==> src/rtl/fetch_stage.sv <==
`default_nettype none
// ============================================================================
// Module   : fetch_stage
// Purpose  : RV32I fetch stage. Owns the PC, drives the async instruction ROM
//            and registers the returned word into the IF/ID pipeline register.
// Option   : FETCH_PERF_CNT_EN adds fetch_cnt_o / flush_cnt_o event counters.
// Revision : 1.0 - initial release
// ============================================================================
module fetch_stage #(
    parameter int unsigned           DATA_WIDTH = 32,
    parameter int unsigned           ADDR_WIDTH = 32,
    parameter logic [ADDR_WIDTH-1:0] RESET_PC   = '0,
    parameter logic [DATA_WIDTH-1:0] NOP_INSTR  = DATA_WIDTH'(32'h0000_0013)
) (
    input  logic                  clk,
    input  logic                  rst_n,
    input  logic                  stall_i,
    input  logic                  flush_i,
    input  logic [1:0]            pc_src_i,
    input  logic [ADDR_WIDTH-1:0] branch_target_i,
    input  logic [ADDR_WIDTH-1:0] jalr_target_i,
    output logic [ADDR_WIDTH-1:0] imem_addr_o,
    input  logic [DATA_WIDTH-1:0] imem_instr_i,
    output logic [DATA_WIDTH-1:0] id_instr_o,
    output logic [ADDR_WIDTH-1:0] id_pc_o,
    output logic [ADDR_WIDTH-1:0] id_pc_plus4_o,
    output logic                  id_valid_o,
    output logic                  misalign_o
`ifdef FETCH_PERF_CNT_EN
    ,
    output logic [31:0]           fetch_cnt_o,
    output logic [31:0]           flush_cnt_o
`endif
);

    localparam logic [1:0]            c_src_branch = 2'b01;
    localparam logic [1:0]            c_src_jalr   = 2'b10;
    localparam logic [ADDR_WIDTH-1:0] c_pc_step    = ADDR_WIDTH'(4);

    logic [ADDR_WIDTH-1:0] r_pc;
    logic [ADDR_WIDTH-1:0] w_pc_plus4;
    logic [ADDR_WIDTH-1:0] w_target;
    logic [ADDR_WIDTH-1:0] w_pc_next;
    logic                  w_redirect;
    logic                  w_id_load;
    logic                  w_unused_jalr_lsb;

    logic [DATA_WIDTH-1:0] r_id_instr;
    logic [ADDR_WIDTH-1:0] r_id_pc;
    logic [ADDR_WIDTH-1:0] r_id_pc_plus4;
    logic                  r_id_valid;
    logic                  r_misalign;

    // JALR clears bit 0 itself, so the incoming LSB is intentionally dropped.
    assign w_unused_jalr_lsb = jalr_target_i[0];
    assign w_pc_plus4        = r_pc + c_pc_step;
    assign w_id_load         = !flush_i && !stall_i;

    always_comb begin
        w_redirect = 1'b0;
        w_target   = branch_target_i;
        w_pc_next  = w_pc_plus4;
        case (pc_src_i)
            c_src_branch: begin
                w_redirect = 1'b1;
                w_target   = branch_target_i;
            end
            c_src_jalr: begin
                w_redirect = 1'b1;
                w_target   = {jalr_target_i[ADDR_WIDTH-1:1], 1'b0};
            end
            default: ;
        endcase
        // A redirect wins over a stall so a taken branch is never lost.
        if (w_redirect) begin
            w_pc_next = w_target;
        end else if (stall_i) begin
            w_pc_next = r_pc;
        end
    end

    always_ff @(posedge clk or negedge rst_n) begin
        if (!rst_n) begin
            r_pc       <= RESET_PC;
            r_misalign <= 1'b0;
        end else begin
            r_pc       <= w_pc_next;
            r_misalign <= w_redirect && w_target[1];
        end
    end

    always_ff @(posedge clk or negedge rst_n) begin
        if (!rst_n) begin
            r_id_instr    <= NOP_INSTR;
            r_id_pc       <= '0;
            r_id_pc_plus4 <= '0;
            r_id_valid    <= 1'b0;
        end else if (flush_i) begin
            // Flush only kills the instruction; the PC fields are left as-is.
            r_id_instr <= NOP_INSTR;
            r_id_valid <= 1'b0;
        end else if (!stall_i) begin
            r_id_instr    <= imem_instr_i;
            r_id_pc       <= r_pc;
            r_id_pc_plus4 <= w_pc_plus4;
            r_id_valid    <= 1'b1;
        end
    end

`ifdef FETCH_PERF_CNT_EN
    logic [31:0] r_fetch_cnt;
    logic [31:0] r_flush_cnt;

    always_ff @(posedge clk or negedge rst_n) begin
        if (!rst_n) begin
            r_fetch_cnt <= '0;
            r_flush_cnt <= '0;
        end else begin
            if (w_id_load) begin
                r_fetch_cnt <= r_fetch_cnt + 32'd1;
            end
            if (flush_i) begin
                r_flush_cnt <= r_flush_cnt + 32'd1;
            end
        end
    end

    assign fetch_cnt_o = r_fetch_cnt;
    assign flush_cnt_o = r_flush_cnt;
`else
    logic w_unused_id_load;
    assign w_unused_id_load = w_id_load;
`endif

    assign imem_addr_o   = r_pc;
    assign id_instr_o    = r_id_instr;
    assign id_pc_o       = r_id_pc;
    assign id_pc_plus4_o = r_id_pc_plus4;
    assign id_valid_o    = r_id_valid;
    assign misalign_o    = r_misalign;

endmodule
`default_nettype wire

==> config.mk <==
export PLATFORM = sky130hd
export DESIGN_NAME = fetch_stage
export DESIGN_NICKNAME = d
export VERILOG_FILES = /design/src/rtl/fetch_stage.sv
export SDC_FILE = /design/constraint.sdc
export NUM_CORES = 1
export LEC_CHECK = 0
export ABC_AREA = 1
export BUFFER_PORTS_ARGS = -buffer_cell sky130_fd_sc_hd__buf_2
export CAP_MARGIN = 20
export CORE_MARGIN = 4
export CORE_UTILIZATION = 43
export CTS_BUF_LIST = sky130_fd_sc_hd__clkbuf_4
export DETAILED_ROUTE_END_ITERATION = 8
export GPL_TIMING_DRIVEN = 0
export PLACE_DENSITY = 0.83
export SLEW_MARGIN = 40
export SYNTH_ARGS = -nofsm -noshare
export SYNTH_HDL_FRONTEND = slang
export SYNTH_SLANG_ARGS = --single-unit
==> constraint.sdc <==
create_clock -name clk -period 2.5 [get_ports clk]
set_input_delay 0.125 -clock clk [delete_from_list [all_inputs] [get_ports clk]]
set_output_delay 0.125 -clock clk [all_outputs]
set_load 0.005 [all_outputs]
==> flow_summary_export.csv, run 1 <==
group,metric,value,unit
yosys,synth_top_area_share,51.8,%
yosys,yosys.area_share.adder,0.415,%
timing,period_share,81.0,%
yosys,synthSimpleGateAreaFrac,24.8,%
yosys,ys_async_sr_fraction,100,%
yosys,synth_top_area_cell,"dfrtp_1",
power,powerDensity,639,mW/mm^2
floorplan,fp-row-count,43,
hold_path,worstHoldPathType,"primary input to flop",
worst_setup_path,critPathArrivalTime,2.45,ns
placed_design,place_congestion,0.923,
timing,worst_pin_slew,0.718,ns
routing,drtIter0Drc,464,
yosys,yosys-top-cells-count,"nand2_1, dfrtp_1, nor2_1",
worst_setup_path,cp_max_fo,7,
timing,maxSlewHeadroom,52.2,%
yosys,ys_types,32,
routing,postRouteAntennaNets,0,
yosys,yosysMostFrequentCell,"nand2_1",
worst_setup_path,reg2reg_from,"imem_addr_o[2]",
job,cap_violations,0,
timing,finalHoldViolations,0,
placed_design,numPortBuffers,230,
timing,final.min_clock_period,2.02,ns
yosys,synth-edff-count,0,
hold_path,min_to,"id_instr_o[7]",
floorplan,core,0.0138,sq mm
final_layout,fill_cells,1136,
power,ir_worst_vdd,0.302,mV
clock_network,cts_buffer_depth,2,
global_route,grt_overflow,0,
placed_design,dpl.cell_count,1119,
hold_path,hold_depth,3,
clock_network,tritoncts,"done",
routing,vias_per_cell,5.15,
yosys,ys_ff_latch,128,
timing,slew_viol_final,0,
clock_network,htreeDepth,4,
hold_path,hp-start,"flush_i",
floorplan,die_h,126,microns
yosys,ys.flop_type,"dfrtp_1",
worst_setup_path,crit-reg2reg-capture,"imem_addr_o[6]",
routing,dr.pass1.iters,5,
timing,rsz0062_at_grt,"false",
power,leakagePower,4.50,nW
worst_setup_path,crit_type,"flop to flop",
global_route,grt_max_degree,75,
final_layout,drive_gt1_share,29.0,%
yosys,syn-cell-area,0.00603,sq mm
status,status,"finished, final reports clean",
worst_setup_path,cp.required,2.93,ns
timing,max_freq,494,MHz
worst_setup_path,crit_chain,"ha_1 -> nand2_1 -> nor2_4 -> xnor2_1 -> o221ai_1 -> dlygate4sd3_1",
floorplan,die-area,0.0160,sq mm
routing,route.detailed.drc,0,
worst_setup_path,cpPeakStageDelay,0.57,ns
timing,setup-tns-final,0,ns
yosys,muxShareOfSynthArea,0,%
yosys,synth-compound-area-share,13.5,%
final_layout,fin_util,62.3,%
floorplan,initial_core_util,43.6,%
final_layout,multi_input_area,0.00247,sq mm
floorplan,die_width,126,microns
yosys,synth_warnings,0,
final_layout,area_growth,42.7,%
global_route,grt_use_total,28.1,%
routing,num_vias,6398,
global_route,grt_pass1_vias,6386,
timing,hold-worst-slack,0.0393,ns
worst_setup_path,endpoint_kind,"flop",
final_layout,regArea,0.00321,sq mm
yosys,postSynthCellCount,708,
final_layout,layoutNonFillerInstCount,1242,
clock_network,postCtsSetupBuffers,0,
yosys,synth_top_family_by_area,"simple AND/OR/NAND/NOR gates",
clock_network,clk_pin_slew_worst_paths,0.13,ns
clock_network,clk_latency,0.55,ns
placed_design,dp_hpwl,16.2,mm
yosys,syn-num-nets,812,
worst_setup_path,ff2ff_path_depth,6,
yosys,yosysSeqAreaShare,53.1,%
worst_setup_path,cp_slowest_cell,"dlygate4sd3_1",
power,p_total,0.00550,W
final_layout,nNetsFinal,1153,
worst_setup_path,cp-start-kind,"flop",
yosys,synth_xor_area_share,2.18,%
clock_network,cts_resized,0,
yosys,synth.area.top_cells,"dfrtp_1, nand2_1, o21ai_0",
worst_setup_path,reg2reg_slack,0.48,ns
timing,fin_skew,0.0224,ns
clock_network,cts.sinks,128,
timing,setup-violations-final,0,
clock_network,cts_buffers,17,
routing,wl,22.6,mm
clock_network,root_buffer,"clkbuf_4",
clock_network,postCtsHoldBufs,91,
routing,routedWlPerCell,18.2,microns
yosys,avgSynthCellArea,8.52,sq um
floorplan,num_io_pins,232,
final_layout,diodes,0,
global_route,grt_pass1_wl,34.6,mm
global_route,antenna_found_initial,0,
-- worst max path at each step --
stage                         to  depth (start not counted)           start  slack (ns)
6_report          imem_addr_o[6]                          6  imem_addr_o[2]        0.48
5_1_grt           imem_addr_o[6]                          6  imem_addr_o[2]        0.31
4_1_cts           imem_addr_o[6]                          6  imem_addr_o[2]        0.47
3_5_place_dp   id_pc_plus4_o[18]                          7  imem_addr_o[2]        0.63
3_3_place_gp          misalign_o                          1           rst_n       -0.33
2_1_floorplan    imem_addr_o[24]                         10  imem_addr_o[2]        1.02
-- stage by stage --
stage	cell area (sq um)	setup WS, ns
2_1_floorplan	6030	1.02
3_3_place_gp	7410	-0.333
3_5_place_dp	7450	0.629
4_1_cts	8610	0.469
5_1_grt	8610	0.313
6_report	8610	0.476
-- flip-flops by register name, summed over array words and instances (netlist names) --
register / cells
misalign_o: 1
id_pc_o: 32
imem_addr_o: 32
id_valid_o: 1
id_instr_o: 32
id_pc_plus4_o: 30
-- report_power, final --
part	leakage (nW)	internal (W)	switching, W	total (W)
logic	2.76	0.000685	0.000819	0.00150
registers	1.61	0.00239	0.000302	0.00269
clock network	0.136	0.000498	0.000806	0.00130
-- area by class of cell --
| cell class | instances | area share, % |
|---|---|---|
| Clock buffer | 18 | 1.57 |
| Clock inverter | 14 | 1.35 |
| Inverter | 45 | 1.96 |
| Sequential cell | 128 | 37.2 |
| Buffer | 36 | 2.22 |
| Tap cell | 180 | 2.62 |
| Multi-Input combinational cell | 499 | 28.7 |
| Timing Repair Buffer | 322 | 24.4 |
-- worst max-delay path: cells and delay by family, from the launching register on --
kind / cells / cell delay (ns)
adder cells (fa/ha/maj): 1 / 0.24
AND/OR/NAND/NOR: 2 / 0.25
buffers and inverters: 1 / 0.57
AO/OA/AOI/OAI: 1 / 0.13
XOR/XNOR: 1 / 0.18
flip-flops: 1 / 0.53
-- cells by family after synthesis --
family | Yosys count
AOI/OAI and AO/OA | 131
DFF | 128
buffers and inverters | 81
xor gates and xnor gates | 15
and+or+nand+nor | 351
adders and majority gates | 2
-- layer usage --
| metal | vias to the layer above | GRT usage, % | wire length, microns |
|---|---|---|---|
| met5 | - | 0 | 0 |
| li1 | 3010 | - | - |
| met2 | 375 | 44.8 | 10500 |
| met3 | 51 | 7.71 | 2330 |
| met1 | 2962 | 36.3 | 9080 |
| met4 | 0 | 11.9 | 673 |
-- cells in the final DEF, fill, tap and decap left out, drive strengths merged, types with 5 or more instances in the layout --
| master | count |
|---|---|
| buf | 250 |
| nand2 | 220 |
| dfrtp | 125 |
| dlygate4sd3 | 91 |
| nor2 | 83 |
| o21ai | 68 |
| inv | 46 |
| nand3 | 43 |
| clkbuf | 35 |
| a22o | 29 |
| a21oi | 17 |
| xor2 | 14 |
| clkinv | 9 |
| o221ai | 5 |
Note: power is estimated with default switching activity, not from simulation.
==> run 2, diff against run 1 <==
Settings changed: PLACE_DENSITY 0.83 to 0.85.
Clock period 2.5 ns to 1.84 ns, I/O delays scaled along.
==> flow_summary_export.csv, run 2 (synthesis gave the netlist of run 1 again) <==
group,metric,value,unit
status,status,"finished, final reports clean",
routing,postRouteAntennaNets,0,
timing,maxSlewHeadroom,57.3,%
routing,drtIter0Drc,512,
placed_design,place_area,0.00745,sq mm
placed_design,place_congestion,0.902,
global_route,antenna_found_initial,1,
job,cap_violations,0,
power,switching_share,32.4,%
floorplan,die-area,0.0160,sq mm
worst_setup_path,crit_chain,"ha_1 -> nand2_1 -> nor2_4 -> nand2_4 -> nor2_4 -> xor2_1 -> o21ai_1",
timing,setup-tns-final,0,ns
clock_network,htreeDepth,4,
timing,hold-worst-slack,0.0164,ns
worst_setup_path,cp.required,2.28,ns
power,leakagePower,4.59,nW
power,internal_power,0.00554,W
timing,max_freq,571,MHz
worst_setup_path,reg2reg_from,"imem_addr_o[3]",
power,p_sw,0.00266,W
routing,routedWlPerCell,18.3,microns
worst_setup_path,endpoint_kind,"flop",
timing,rsz0062_at_grt,"false",
global_route,grt_pass1_wl,35.9,mm
timing,slew_viol_final,0,
power,p_comb_share,25.5,%
routing,dr.pass1.iters,7,
power,powerDensity,930,mW/mm^2
final_layout,drive_gt1_share,29.0,%
final_layout,final_common_cell,"buf_2",
worst_setup_path,startpoint,"imem_addr_o[3]",
routing,num_vias,6552,
global_route,grt_use_total,28.8,%
clock_network,clk_pin_slew_worst_paths,0.12,ns
clock_network,clk_latency,0.57,ns
power,ir_worst_vdd,0.444,mV
clock_network,root_buffer,"clkbuf_4",
floorplan,die_width,126,microns
final_layout,fin_util,63.8,%
global_route,grt_overflow,0,
floorplan,fp-row-count,43,
placed_design,preCtsSetupSlack,0.00293,ns
timing,fin_ws,0.0891,ns
routing,wl,22.8,mm
worst_setup_path,cp_max_fo,5,
worst_setup_path,cpMostUsedCell,"nor2_4",
worst_setup_path,cp-start-kind,"flop",
power,clkPwrFrac,30.0,%
worst_setup_path,cp_num_cells,7,
floorplan,die_h,126,microns
timing,worst_pin_slew,0.640,ns
final_layout,design_area,0.00882,sq mm
global_route,grt_max_degree,79,
timing,setup-violations-final,0,
worst_setup_path,cp_slowest_cell,"dfrtp_1",
final_layout,final_cell_mix,"buf_2, nand2_1, dfrtp_1, dlygate4sd3_1, nor2_1",
clock_network,cts_buffers,17,
routing,vias_per_cell,5.24,
placed_design,numPortBuffers,230,
placed_design,dp_hpwl,16.2,mm
worst_setup_path,critPathArrivalTime,2.19,ns
worst_setup_path,crit_buf_inv,0,
floorplan,num_io_pins,232,
worst_setup_path,path_delay_family,"simple AND/OR/NAND/NOR gates",
worst_setup_path,cpPeakStageDelay,0.45,ns
floorplan,core,0.0138,sq mm
timing,fin_skew,0.0249,ns
power,p_seq_share,44.5,%
clock_network,cts_buffer_depth,2,
floorplan,initial_core_util,43.6,%
routing,route.detailed.drc,0,
final_layout,nNetsFinal,1161,
hold_path,hold_depth,5,
hold_path,worstHoldPathType,"primary input to flop",
global_route,grt_pass1_vias,6612,
clock_network,tritoncts,"done",
clock_network,cts.sinks,128,
timing,finalHoldViolations,0,
timing,final.min_clock_period,1.75,ns
worst_setup_path,ff2ff_path_depth,7,
worst_setup_path,crit_type,"flop to flop",
hold_path,hp-start,"branch_target_i[11]",
timing,period_share,95.2,%
final_layout,area_growth,46.1,%
## run 2: changes by cell type in the layout (fill, tap and decap cells not counted), moves of 2 or more
| cell | previous run | this run |
|---|---|---|
| buf_4 | 4 | 6 |
| clkinv_2 | 5 | 1 |
| bufinv_16 | 1 | 6 |
| dlygate4sd3_1 | 91 | 98 |
| clkinv_1 | 2 | 4 |
## run 2: layer usage
layer | vias to the layer above | GRT usage [%] | share of wire, %
li1 | 3019 | - | -
met1 | 3084 | 37.3 | 41
met2 | 375 | 46.8 | 47
met3 | 74 | 7.12 | 9.0
met4 | 0 | 11.6 | 3.5
met5 | - | 0 | 0
## run 2: final cells by class
| type | instances | area, sq um |
|---|---|---|
| sequential | 128 | 3210 |
| timing repair buffer | 331 | 2180 |
| clock buffer | 17 | 128 |
| tap | 180 | 225 |
| multi-input combinational | 499 | 2470 |
| antenna | 1 | 2.50 |
| inverter | 45 | 169 |
| buffer | 35 | 188 |
| clock inverter | 15 | 238 |
| fill | 1127 | 5010 |
## run 2: path summary, 6_finish.rpt
| check | to | slack, ns |
|---|---|---|
| worst max-delay path | id_pc_plus4_o[18] | 0.09 |
| worst min register to register | id_pc_o[14] | 0.48 |
| min in group asynchronous | id_valid_o | 0.03 |
| max in group asynchronous | id_instr_o[1] | 1.10 |
| worst max register to register | id_pc_plus4_o[18] | 0.09 |
| worst min-delay path | imem_addr_o[11] | 0.02 |
## run 2: metrics by stage
stage | total power, W | instances
floorplan | 0.00449 | 708
finish | 0.00820 | 1251
global route | 0.00863 | 1251
detailed placement | 0.00553 | 1119
global placement | 0.00547 | 1118
CTS | 0.00817 | 1249
## run 2: worst reg2reg max path, delay by kind of cell, from the launching register on
kind / cells / cell delay (ns)
adder cells (fa/ha/maj): 1 / 0.22
AO/OA/AOI/OAI: 1 / 0.10
flip-flops: 1 / 0.45
AND/OR/NAND/NOR: 4 / 0.58
XOR/XNOR: 1 / 0.29
## run 2: what timing repair did
action / CTS / global route
pin swaps: 0 / 1
hold buffers: 98 / 0
endpoints found under the setup margin: 5 / 11
buffers inserted: 0 / 2
gates resized for setup: 1 / 2
hold endpoints to repair: 187 / 0
## run 2: power by group through the flow
| stage | Combinational [W] | Sequential (W) | Clock (W) |
|---|---|---|---|
| global route | 0.00230 | 0.00371 | 0.00262 |
| global placement | 0.00180 | 0.00367 | 0 |
| detailed placement | 0.00184 | 0.00369 | 0 |
| CTS | 0.00205 | 0.00364 | 0.00248 |
| finish | 0.00209 | 0.00365 | 0.00246 |
| floorplan | 0.000826 | 0.00366 | 0 |
